**config.mk**
```make
export PLATFORM = sky130hd
export DESIGN_NAME = sad_disparity_ctrl
export DESIGN_NICKNAME = d
export VERILOG_FILES = /design/src/rtl/sad_pkg.sv /design/src/rtl/sad_disparity_ctrl_min_tracker.sv /design/src/rtl/sad_disparity_ctrl.sv
export SDC_FILE = /design/constraint.sdc
export NUM_CORES = 1
export LEC_CHECK = 0
export ABC_CLOCK_PERIOD_IN_PS = 3000
export BUFFER_PORTS_ARGS = -buffer_cell sky130_fd_sc_hd__buf_2
export CORE_MARGIN = 4
export CORE_UTILIZATION = 40
export CTS_CLUSTER_DIAMETER = 100
export DETAILED_ROUTE_END_ITERATION = 6
export PLACE_DENSITY = 0.73
export SYNTH_ARGS = -nofsm -noshare
export SYNTH_HDL_FRONTEND = slang
export SYNTH_SLANG_ARGS = --single-unit
```
**constraint.sdc**
```tcl
create_clock -name clk -period 3 [get_ports clk]
set_input_delay 0.3 -clock clk [delete_from_list [all_inputs] [get_ports clk]]
set_output_delay 0.3 -clock clk [all_outputs]
set_load 0.005 [all_outputs]
```
**src/rtl/sad_pkg.sv**
```systemverilog
// Shared types and helpers for the SAD disparity scheduler.
// Provides the FSM state enum, port-width helpers and the SAD ceiling.
package sad_pkg;

    typedef enum logic [1:0] {
        IDLE,
        ISSUE,
        WAIT,
        EMIT
    } state_t;

    localparam int SAD_W = 16;
    localparam logic [SAD_W-1:0] SAD_MAX = {SAD_W{1'b1}};

    // Widths never collapse to zero even for tiny frames.
    function automatic int x_w(input int hsize);
        return (hsize > 2) ? $clog2(hsize) : 1;
    endfunction

    function automatic int y_w(input int vsize);
        return (vsize > 2) ? $clog2(vsize) : 1;
    endfunction

    function automatic int d_w(input int max_disp);
        return (max_disp > 2) ? $clog2(max_disp) : 1;
    endfunction

endpackage

```
**src/rtl/sad_disparity_ctrl_min_tracker.sv**
```systemverilog
// Running-minimum tracker for one pixel's disparity candidates.
// Ports: clk, rst_n, clear (start new pixel), sample (value valid),
//   value (SAD), d (candidate), best (winning d); with SAD_CONF_EN
//   also conf (second-min minus min reaches CONF_THRESH).
module sad_min_tracker
    import sad_pkg::*;
#(
    parameter int MEAN_SIZE = 16,
    parameter int D_W       = 6
`ifdef SAD_CONF_EN
    ,
    parameter int CONF_THRESH = 8
`endif
) (
    input  logic                 clk,
    input  logic                 rst_n,
    input  logic                 clear,
    input  logic                 sample,
    input  logic [MEAN_SIZE-1:0] value,
    input  logic [D_W-1:0]       d,
    output logic [D_W-1:0]       best
`ifdef SAD_CONF_EN
    ,
    output logic                 conf
`endif
);

    localparam logic [MEAN_SIZE-1:0] MIN_INIT = {MEAN_SIZE{1'b1}};

    logic [MEAN_SIZE-1:0] min_q;
    logic [D_W-1:0]       best_q;

    // Strict less-than keeps the earliest (smallest) d on ties.
    always_ff @(posedge clk or negedge rst_n) begin
        if (!rst_n) begin
            min_q  <= MIN_INIT;
            best_q <= '0;
        end else if (clear) begin
            min_q  <= MIN_INIT;
            best_q <= '0;
        end else if (sample && (value < min_q)) begin
            min_q  <= value;
            best_q <= d;
        end
    end

    assign best = best_q;

`ifdef SAD_CONF_EN
    logic [MEAN_SIZE-1:0] sec_q;
    logic                 seen_q;
    logic                 multi_q;

    always_ff @(posedge clk or negedge rst_n) begin
        if (!rst_n) begin
            sec_q   <= MIN_INIT;
            seen_q  <= 1'b0;
            multi_q <= 1'b0;
        end else if (clear) begin
            sec_q   <= MIN_INIT;
            seen_q  <= 1'b0;
            multi_q <= 1'b0;
        end else if (sample) begin
            seen_q  <= 1'b1;
            multi_q <= multi_q | seen_q;
            if (value < min_q) begin
                sec_q <= min_q;
            end else if (value < sec_q) begin
                sec_q <= value;
            end
        end
    end

    // A single candidate has no runner-up, so it is never confident.
    assign conf = multi_q &&
        ((sec_q - min_q) >= MEAN_SIZE'(CONF_THRESH));
`endif

endmodule

```
**src/rtl/sad_disparity_ctrl.sv**
```systemverilog
// Frame scheduler driving the block-SAD engine, one disparity per pixel.
// Ports: frame_start/busy/frame_done (frame control), req_* (engine
//   request handshake), sad_valid/sad_value (engine result),
//   disp_* (result handshake); disp_conf only with SAD_CONF_EN.
module sad_disparity_ctrl
    import sad_pkg::*;
#(
    parameter int CAMERA_HSIZE = 640,
    parameter int CAMERA_VSIZE = 480,
    parameter int MEAN_SIZE    = 16,
    parameter int BLOCK_SIZE   = 5,
    parameter int MAX_DISP     = 64,
`ifdef SAD_CONF_EN
    parameter int CONF_THRESH  = 8,
`endif
    localparam int X_W = x_w(CAMERA_HSIZE),
    localparam int Y_W = y_w(CAMERA_VSIZE),
    localparam int D_W = d_w(MAX_DISP)
) (
    input  logic                 clk,
    input  logic                 rst_n,
    input  logic                 frame_start,
    output logic                 busy,
    output logic                 req_valid,
    input  logic                 req_ready,
    output logic [X_W-1:0]       req_x,
    output logic [Y_W-1:0]       req_y,
    output logic [X_W-1:0]       req_cmp_x,
    output logic [D_W-1:0]       req_d,
    input  logic                 sad_valid,
    input  logic [MEAN_SIZE-1:0] sad_value,
    output logic                 disp_valid,
    input  logic                 disp_ready,
    output logic [X_W-1:0]       disp_x,
    output logic [Y_W-1:0]       disp_y,
    output logic [D_W-1:0]       disp_value,
`ifdef SAD_CONF_EN
    output logic                 disp_conf,
`endif
    output logic                 frame_done
);

    localparam int HALF = BLOCK_SIZE / 2;
    localparam int X_LO = HALF;
    localparam int X_HI = CAMERA_HSIZE - 1 - HALF;
    localparam int Y_LO = HALF;
    localparam int Y_HI = CAMERA_VSIZE - 1 - HALF;
    localparam int XD_W = X_W + 1;

    state_t state_q, state_d;

    logic [X_W-1:0] x_q;
    logic [Y_W-1:0] y_q;
    logic [D_W-1:0] d_q;
    logic           done_q;

    logic start_scan;
    logic next_d;
    logic next_px;
    logic fin;
    logic trk_clear;
    logic trk_sample;
    logic last_d;
    logic last_px;

    logic [XD_W-1:0] x_minus_d;
    logic [D_W-1:0]  best;

    // Extra bit keeps x - d from wrapping when checking the left border.
    assign x_minus_d = {1'b0, x_q} - XD_W'(d_q);
    assign last_d    = (x_minus_d == XD_W'(HALF)) ||
                       (d_q == D_W'(MAX_DISP - 1));
    assign last_px   = (x_q == X_W'(X_HI)) && (y_q == Y_W'(Y_HI));

    always_ff @(posedge clk or negedge rst_n) begin
        if (!rst_n) begin
            state_q <= IDLE;
        end else begin
            state_q <= state_d;
        end
    end

    always_comb begin
        state_d    = state_q;
        start_scan = 1'b0;
        next_d     = 1'b0;
        next_px    = 1'b0;
        fin        = 1'b0;
        trk_clear  = 1'b0;
        trk_sample = 1'b0;
        unique case (state_q)
            IDLE: begin
                if (frame_start) begin
                    start_scan = 1'b1;
                    trk_clear  = 1'b1;
                    state_d    = ISSUE;
                end
            end
            ISSUE: begin
                if (req_ready) begin
                    state_d = WAIT;
                end
            end
            WAIT: begin
                if (sad_valid) begin
                    trk_sample = 1'b1;
                    if (last_d) begin
                        state_d = EMIT;
                    end else begin
                        next_d  = 1'b1;
                        state_d = ISSUE;
                    end
                end
            end
            EMIT: begin
                if (disp_ready) begin
                    if (last_px) begin
                        fin     = 1'b1;
                        state_d = IDLE;
                    end else begin
                        next_px   = 1'b1;
                        trk_clear = 1'b1;
                        state_d   = ISSUE;
                    end
                end
            end
            default: state_d = IDLE;
        endcase
    end

    always_ff @(posedge clk or negedge rst_n) begin
        if (!rst_n) begin
            x_q    <= '0;
            y_q    <= '0;
            d_q    <= '0;
            done_q <= 1'b0;
        end else begin
            done_q <= fin;
            if (start_scan) begin
                x_q <= X_W'(X_LO);
                y_q <= Y_W'(Y_LO);
                d_q <= '0;
            end else if (next_d) begin
                d_q <= d_q + D_W'(1);
            end else if (next_px) begin
                d_q <= '0;
                if (x_q == X_W'(X_HI)) begin
                    x_q <= X_W'(X_LO);
                    y_q <= y_q + Y_W'(1);
                end else begin
                    x_q <= x_q + X_W'(1);
                end
            end
        end
    end

    sad_min_tracker #(
        .MEAN_SIZE   (MEAN_SIZE),
`ifdef SAD_CONF_EN
        .CONF_THRESH (CONF_THRESH),
`endif
        .D_W         (D_W)
    ) u_trk (
        .clk    (clk),
        .rst_n  (rst_n),
        .clear  (trk_clear),
        .sample (trk_sample),
        .value  (sad_value),
        .d      (d_q),
`ifdef SAD_CONF_EN
        .conf   (disp_conf),
`endif
        .best   (best)
    );

    assign busy       = (state_q != IDLE);
    assign req_valid  = (state_q == ISSUE);
    assign req_x      = x_q;
    assign req_y      = y_q;
    assign req_d      = d_q;
    assign req_cmp_x  = x_q - X_W'(d_q);
    assign disp_valid = (state_q == EMIT);
    assign disp_x     = x_q;
    assign disp_y     = y_q;
    assign disp_value = best;
    assign frame_done = done_q;

endmodule

```
==> results of run 1 <==
-- how the worst min path moves through the flow --
stage | startpoint | endpoint | slack (ns)
2_1_floorplan | rst_n | disp_x[0]$_DFFE_PN0P_ | 0.004
6_report | rst_n | u_trk.best[2]$_DFFE_PN0P_ | 0.14
4_1_cts | rst_n | u_trk.best[2]$_DFFE_PN0P_ | 0.17
3_5_place_dp | rst_n | u_trk.best[4]$_DFFE_PN0P_ | 0.52
3_3_place_gp | u_trk.min_q[4]$_DFFE_PN1P_ | u_trk.min_q[4]$_DFFE_PN1P_ | 0.51
5_1_grt | rst_n | u_trk.best[2]$_DFFE_PN0P_ | 0.22
-- power breakdown --
part	internal, µW	switching (µW)
logic	1060	1360
registers	903	149
clock network	169	257
-- placed cells by master (no fill, tap or decap), types with 5 or more instances in the layout --
cell type / Yosys / routed
buf_2: 3 / 85
nor2_1: 53 / 52
inv_1: 40 / 40
nand2_1: 34 / 34
dfrtp_1: 34 / 34
ha_1: 31 / 31
buf_4: 19 / 30
mux2i_1: 24 / 24
o21ai_0: 23 / 21
a21oi_1: 17 / 16
dfstp_2: 16 / 16
nand3_1: 10 / 10
a21o_1: 7 / 7
nand2b_1: 7 / 7
or3_1: 7 / 7
o211ai_1: 6 / 6
o2111ai_1: 6 / 6
a211oi_1: 6 / 5
clkbuf_8: 0 / 5
-- synthesized netlist by cell type (all sizes together) (5+ instances only) --
cell	number	area [µm²]
nand2	34	128
or3	7	43.8
or2	5	31.3
nand3	10	50.1
inv	40	150
a211oi	6	45.0
dfstp	16	420
clkbuf	13	48.8
nand2b	7	43.8
a21oi	17	85.1
o21ai	25	129
a21o	7	52.6
buf	24	184
mux2i	24	240
dfrtp	34	851
ha	31	388
nor2	53	199
o211ai	7	57.6
o2111ai	6	52.6
-- cells by family after synthesis --
logic type / Yosys count / synth area share, %
flip-flops: 50 / 33.7
XOR/XNOR: 5 / 1.16
multiplexers: 27 / 7.27
AO/OA/AOI/OAI: 100 / 19.0
adder cells (fa/ha/maj): 32 / 10.8
AND/OR/NAND/NOR: 143 / 17.9
buffers and inverters: 77 / 10.2
-- sequential cells by signal, summed over array words and instances (netlist names) --
signal,cells
disp_x,10
disp_y,9
frame_done,1
req_d,6
state_q,2
u_trk.best,6
u_trk.min_q,16
-- final cells by class --
class,count,area (µm²)
Sequential cell,50,1270
Fill cell,864,4690
Clock inverter,3,25.0
Multi-Input combinational cell,307,2150
Tap cell,111,139
Clock buffer,5,68.8
Inverter,40,150
Timing Repair Buffer,118,702
-- worst max-delay path, delay by kind of cell, from the launching register on --
family,cells,cell delay (ns)
AO/OA/AOI/OAI,4,0.94
AND/OR/NAND/NOR,2,0.63
flip-flops,1,0.42
buffers and inverters,3,0.36
multiplexers,1,0.26
adder cells (fa/ha/maj),1,0.20
-- metal layers --
layer / wire length (µm) / vias up
met5: 0 / -
met4: 82 / 0
met3: 583 / 12
met2: 4810 / 110
met1: 4480 / 1627
li1: - / 1682
-- repair_timing --
item | CTS | global route
pin swaps | 0 | 3
setup endpoints to repair | 4 | 25
resized for setup | 2 | 8
cloned | 0 | 0
setup buffers | 0 | 2
-- metrics by stage --
step	setup WS (ns)	setup TNS (ns)
2_1_floorplan	0.108	0
3_3_place_gp	0.0634	0
3_5_place_dp	-0.0103	-0.0103
4_1_cts	0.00444	0
5_1_grt	-0.00601	-0.00601
6_report	0.0832	0
==> run_results.csv, run 1 <==
group,metric,value,unit
setup_path,rr_worst_depth,11,
floorplan,die_area,0.0110,mm²
clock_network,cts_inserted_buffers,5,
global_route,grt.busiest_layer,"met2",
synth,yosysWarnings,0,
clock_network,cts_tree,"done",
synth,syn_avg_cell_area,8.68,µm²
global_route,antenna_found_initial,0,
synth,synthCells,434,
setup_path,max_stage_delay,0.45,ns
power,irDropWorstVdd,0.361,mV
global_route,grtUsageMet3,3.15,%
clock_network,cts_hold_buf,0,
place,hpwl,7.55,mm
floorplan,core,0.00920,mm²
synth,ys_seq_elements,50,
floorplan,fp.dieH,105,µm
synth,ys.flop_type,"dfrtp_1",
power,p_leak,0.00223,µW
sta,slew_viol_final,0,
sta,hold_violations,0,
place,finalWeightedCongestion,0.875,
setup_path,endpoint,"disp_y[2]$_DFFE_PN0P_",
setup_path,endpoint_kind,"register",
drt,ant_nets,0,
clock_network,htreeDepth,2,
synth,synth_edf_count,0,
drt,drtIter0Drc,232,
global_route,use_met2,29.3,%
synth,yosysUniqueCellTypes,60,
global_route,grt_first_pass_wirelength,16.2,mm
setup_path,worst-setup-path-type,"register to register",
clock_network,cts_buffer_depth,2,
synth,ys_async_sr_fraction,100,%
drt,firstDrtPassIters,4,
final_layout,nets,576,
drt,vias_per_cell,5.41,
setup_path,crit_path_max_fanout,13,
place,post-place-cells,624,
global_route,grt_max_degree,45,
final_layout,post-route-util,49.0,%
floorplan,rows,35,
drt,num_vias,3431,
synth,mappedNetlistNets,488,
clock_network,cts_sinks,50,
power,finalPower,3900,µW
synth,yosysSeqAreaShare,33.7,%
synth,syn_area,0.00377,mm²
sta,worst_clock_skew,0.00686,ns
setup_path,timing.rr.start,"req_d[1]$_DFFE_PN0P_",
global_route,grt_overflow,0,
final_layout,instances_no_fill,634,
final_layout,fin_area,0.00451,mm²
sta,setup_viol,0,
clock_network,clk_pin_slew,0.11,ns
floorplan,die_x,105,µm
run_status,status,"completed",
global_route,grt_pass1_vias,3207,
clock_network,root_buffer,"clkbuf_8",
final_layout,drive_above_1_share,31.0,%
drt,routed_wl,9.95,mm
setup_path,worstPathArrival,3.12,ns
place,numPortBuffers,85,
global_route,gr-usage-met1,24.0,%
place,placed_area,0.00436,mm²
sta,min_period_over_period,97.2,%
final_layout,num_antenna_cells,0,
clock_network,clkLatencyLatePin,0.31,ns
floorplan,start_util,41.0,%
setup_path,crit_chain,"inv_1 > ha_1 > or2_1 > o21a_1 > or3_1 > a2111o_1 > o31ai_4 > buf_4 > buf_12 > o21ai_1 > mux2_2",
setup_path,cp-startpoint,"req_d[1]$_DFFE_PN0P_",
power,power_density,865,mW/mm²
flow_run,drv_cap,0,
setup_path,cp_slowest_cell,"a2111o_1",
sta,fin_crit,2.92,ns
setup_path,cp-start-kind,"register",
drt,post-route-drc-count,0,
floorplan,boundaryPins,86,
setup_path,cp.required,3.20,ns
setup_path,rr_endpoint,"disp_y[2]$_DFFE_PN0P_",
sta,slew_headroom,23.6,%
global_route,grtUsageTotal,17.7,%
sta,worstMarginPinSlew,1.14,ns
hold_path,holdCritPathClass,"primary input to asynchronous set/reset pin",
sta,timing.hold.ws,0.143,ns
drt,wire_per_inst,15.7,µm
final_layout,area_delta_synth_final,19.7,%
sta,clock.fmax,0.343,GHz
setup_path,reg2reg_setup_slack,0.08,ns
Note: power is estimated with default switching activity, not from simulation.
==> run 2: changes to the inputs <==
--- a/config.mk
+++ b/config.mk
@@ -11,7 +11,8 @@
 export CORE_UTILIZATION = 40
 export CTS_CLUSTER_DIAMETER = 100
 export DETAILED_ROUTE_END_ITERATION = 6
-export PLACE_DENSITY = 0.73
+export PLACE_DENSITY = 0.74
 export SYNTH_ARGS = -nofsm -noshare
 export SYNTH_HDL_FRONTEND = slang
+export SYNTH_HIERARCHICAL = 1
 export SYNTH_SLANG_ARGS = --single-unit
==> run_results.csv, run 2 <==
group,metric,value,unit
global_route,grt_max_degree,45,
global_route,grt_overflow,0,
setup_path,cp-start-kind,"register",
sta,worstMarginPinSlew,0.675,ns
final_layout,drive_above_1_share,34.1,%
sta,worst_clock_skew,0.00506,ns
place,hpwl,7.41,mm
global_route,antenna_found_initial,0,
synth,synthCells,431,
hold_path,holdCritPathClass,"primary input to asynchronous set/reset pin",
floorplan,core,0.00915,mm²
sta,min_period_over_period,105,%
clock_network,cts_sinks,50,
synth,mappedNetlistNets,485,
place,placed_area,0.00439,mm²
power,p_leak,0.00232,µW
place,finalWeightedCongestion,0.893,
sta,slew_viol_final,0,
setup_path,worst-setup-path-type,"register to register",
power,switching_share,42.7,%
clock_network,cts_buffer_depth,2,
floorplan,start_util,40.9,%
synth,ys_top_cells_by_count,"nor2_1 (51), inv_1 (39), dfrtp_1 (34)",
setup_path,worstPathArrival,3.33,ns
synth,syn_area,0.00374,mm²
sta,clock.fmax,0.319,GHz
synth,synth_largest_area_cell,"dfrtp_1",
sta,finalWorstSetupSlack,-0.139,ns
power,pwr-share-seq,24.9,%
global_route,grt_pass1_vias,3344,
setup_path,cp.required,3.19,ns
drt,routed_wl,9.55,mm
clock_network,cts_hold_buf,0,
floorplan,fp.dieH,105,µm
synth,synth_edf_count,0,
final_layout,mostFrequentLayoutCells,"buf_2 (85), nor2_1 (48), buf_4 (41)",
synth,yosysUniqueCellTypes,54,
power,combPwrFrac,65.6,%
sta,fin_crit,3.14,ns
synth,yosysSeqAreaShare,34.0,%
final_layout,largest_reg_flops,16,
global_route,grt_first_pass_wirelength,15.9,mm
clock_network,cts_tree,"done",
clock_network,htreeDepth,2,
drt,wire_per_inst,14.8,µm
final_layout,top_register,"u_trk/min_q",
power,irDropWorstVdd,0.444,mV
final_layout,num-fill-cells,878,
synth,yosysWarnings,6,
run_status,failed_checks,"negative setup slack",
power,clockPowerShare,9.5,%
synth,ys.flop_type,"dfrtp_1",
synth,ys_async_sr_fraction,100,%
clock_network,root_buffer,"clkbuf_8",
drt,vias_per_cell,5.32,
synth,synth_area_leaders,"dfrtp_1 (23%), dfstp_2 (11%), ha_1 (10%), mux2i_1 (5.9%), nor2_1 (5.1%)",
drt,firstDrtPassIters,4,
clock_network,clk_pin_slew,0.09,ns
floorplan,rows,35,
global_route,grtUsageTotal,17.3,%
power,power_density,872,mW/mm²
sta,slew_headroom,54.7,%
power,finalPower,4010,µW
clock_network,cts_inserted_buffers,5,
synth,synth_top_area_share,22.8,%
final_layout,area_delta_synth_final,23.0,%
synth,ys_seq_elements,50,
flow_run,drv_cap,0,
floorplan,die_x,105,µm
drt,post-route-drc-count,0,
setup_path,crit_path_max_fanout,5,
floorplan,die_area,0.0110,mm²
drt,num_vias,3430,
run_status,status,"finished with violations",
final_layout,num_antenna_cells,0,
synth,yosysMostFrequentCell,"nor2_1",
final_layout,layout_commonest_cell,"buf_2",
sta,rsz0062_at_grt,"true",
final_layout,nets,587,
sta,hold_violations,0,
drt,drtIter0Drc,133,
power,p_sw,1710,µW
drt,ant_nets,0,
floorplan,boundaryPins,86,
sta,setup_viol,21,
power,p_int,2300,µW
clock_network,clkLatencyLatePin,0.30,ns
synth,syn_avg_cell_area,8.68,µm²
place,numPortBuffers,85,
final_layout,fin_area,0.00460,mm²
setup_path,endpoint_kind,"register",
-- run 2: cell types whose count changed after synthesis, sizes merged, moves of 5 or more --
cell | before | now
a211oi | 6 | 1
a21oi | 17 | 12
and2 | 4 | 9
nand2 | 34 | 28
nand2b | 7 | 16
nand3 | 10 | 20
nor3 | 3 | 10
o31ai | 2 | 8
-- run 2: cell families (layout without fill, tap and decap cells) --
| group | Yosys count | after routing | synth area share [%] |
|---|---|---|---|
| compound gates | 82 | 82 | 14.9 |
| xor+xnor | 8 | 8 | 1.87 |
| fa+ha+maj | 32 | 32 | 10.9 |
| buf+inv | 73 | 176 | 10.1 |
| flops | 50 | 50 | 34.0 |
| mux | 24 | 24 | 6.49 |
| simple gates | 162 | 162 | 21.7 |
-- run 2: metrics by stage --
| step | instances | TNS (ns) | utilization (%) | hold slack, ns | worst slack [ns] |
|---|---|---|---|---|---|
| final | 645 | -1.24 | 50.3 | 0.0248 | -0.139 |
| after floorplan | 431 | -2.17 | - | 0.00441 | -0.268 |
| after detailed placement | 631 | -2.80 | 48.0 | 0.369 | -0.229 |
| after global routing | 645 | -3.78 | 50.3 | 0.0562 | -0.225 |
| after CTS | 643 | -1.48 | 49.6 | 0.0270 | -0.131 |
| after global placement | 631 | -1.08 | 48.0 | 0.359 | -0.121 |
-- run 2: path summary, 6_finish.rpt --
kind                            slack (ns)  cells past startpoint                        from                           to
worst max-delay path                 -0.14                     11       disp_x[0]$_DFFE_PN0P_        disp_y[0]$_DFFE_PN0P_
worst min-delay path                  0.02                      1                       rst_n    u_trk/best[1]$_DFFE_PN0P_
worst max register to register       -0.14                     11       disp_x[0]$_DFFE_PN0P_        disp_y[0]$_DFFE_PN0P_
worst min register to register        0.52                      2  u_trk/min_q[2]$_DFFE_PN1P_   u_trk/min_q[2]$_DFFE_PN1P_
max in group asynchronous             2.26                      2                       rst_n  u_trk/min_q[12]$_DFFE_PN1P_
min in group clk                      0.25                      3                  disp_ready         frame_done$_DFF_PN0_
-- run 2: metal layers --
| metal | up-vias | GRT usage [%] | wire length, µm |
|---|---|---|---|
| met4 | 0 | 3.00 | 85 |
| li1 | 1698 | - | - |
| met2 | 91 | 29.7 | 4700 |
| met3 | 8 | 2.96 | 439 |
| met5 | - | 0 | 0 |
| met1 | 1633 | 23.2 | 4330 |
-- run 2: power groups by stage --
stage / Sequential [µW] / Clock (µW) / Combinational [µW]
floorplan: 1040 / 0 / 1560
global placement: 1000 / 0 / 2400
detailed placement: 1010 / 0 / 2470
CTS: 1000 / 401 / 2550
global route: 1020 / 425 / 2930
finish: 999 / 382 / 2630
-- run 2: repair_timing --
action | in CTS | in global routing
pin swaps | 2 | 3
resized for setup | 15 | 12
endpoints found under the setup margin | 22 | 25
setup buffers | 4 | 2
-- run 2: final cells by class --
type                       instances  area [µm²]  share of cell area (%)
sequential                        50        1270                    27.7
tap                              111         139                    3.02
clock buffer                       8        80.1                    1.74
timing repair buffer             129         767                    16.7
multi-input combinational        308        2190                    47.7
inverter                          39         146                    3.18
-- run 2: worst max-delay path, cell delays in order (launching register included) --
cell	delay, ns
dfrtp_2	0.41
inv_2	0.07
ha_4	0.13
inv_2	0.03
fa_2	0.54
nand2_1	0.05
or2_2	0.29
a211o_1	0.27
or4b_4	0.51
a31o_4	0.28
nor2_4	0.13
mux2_4	0.31
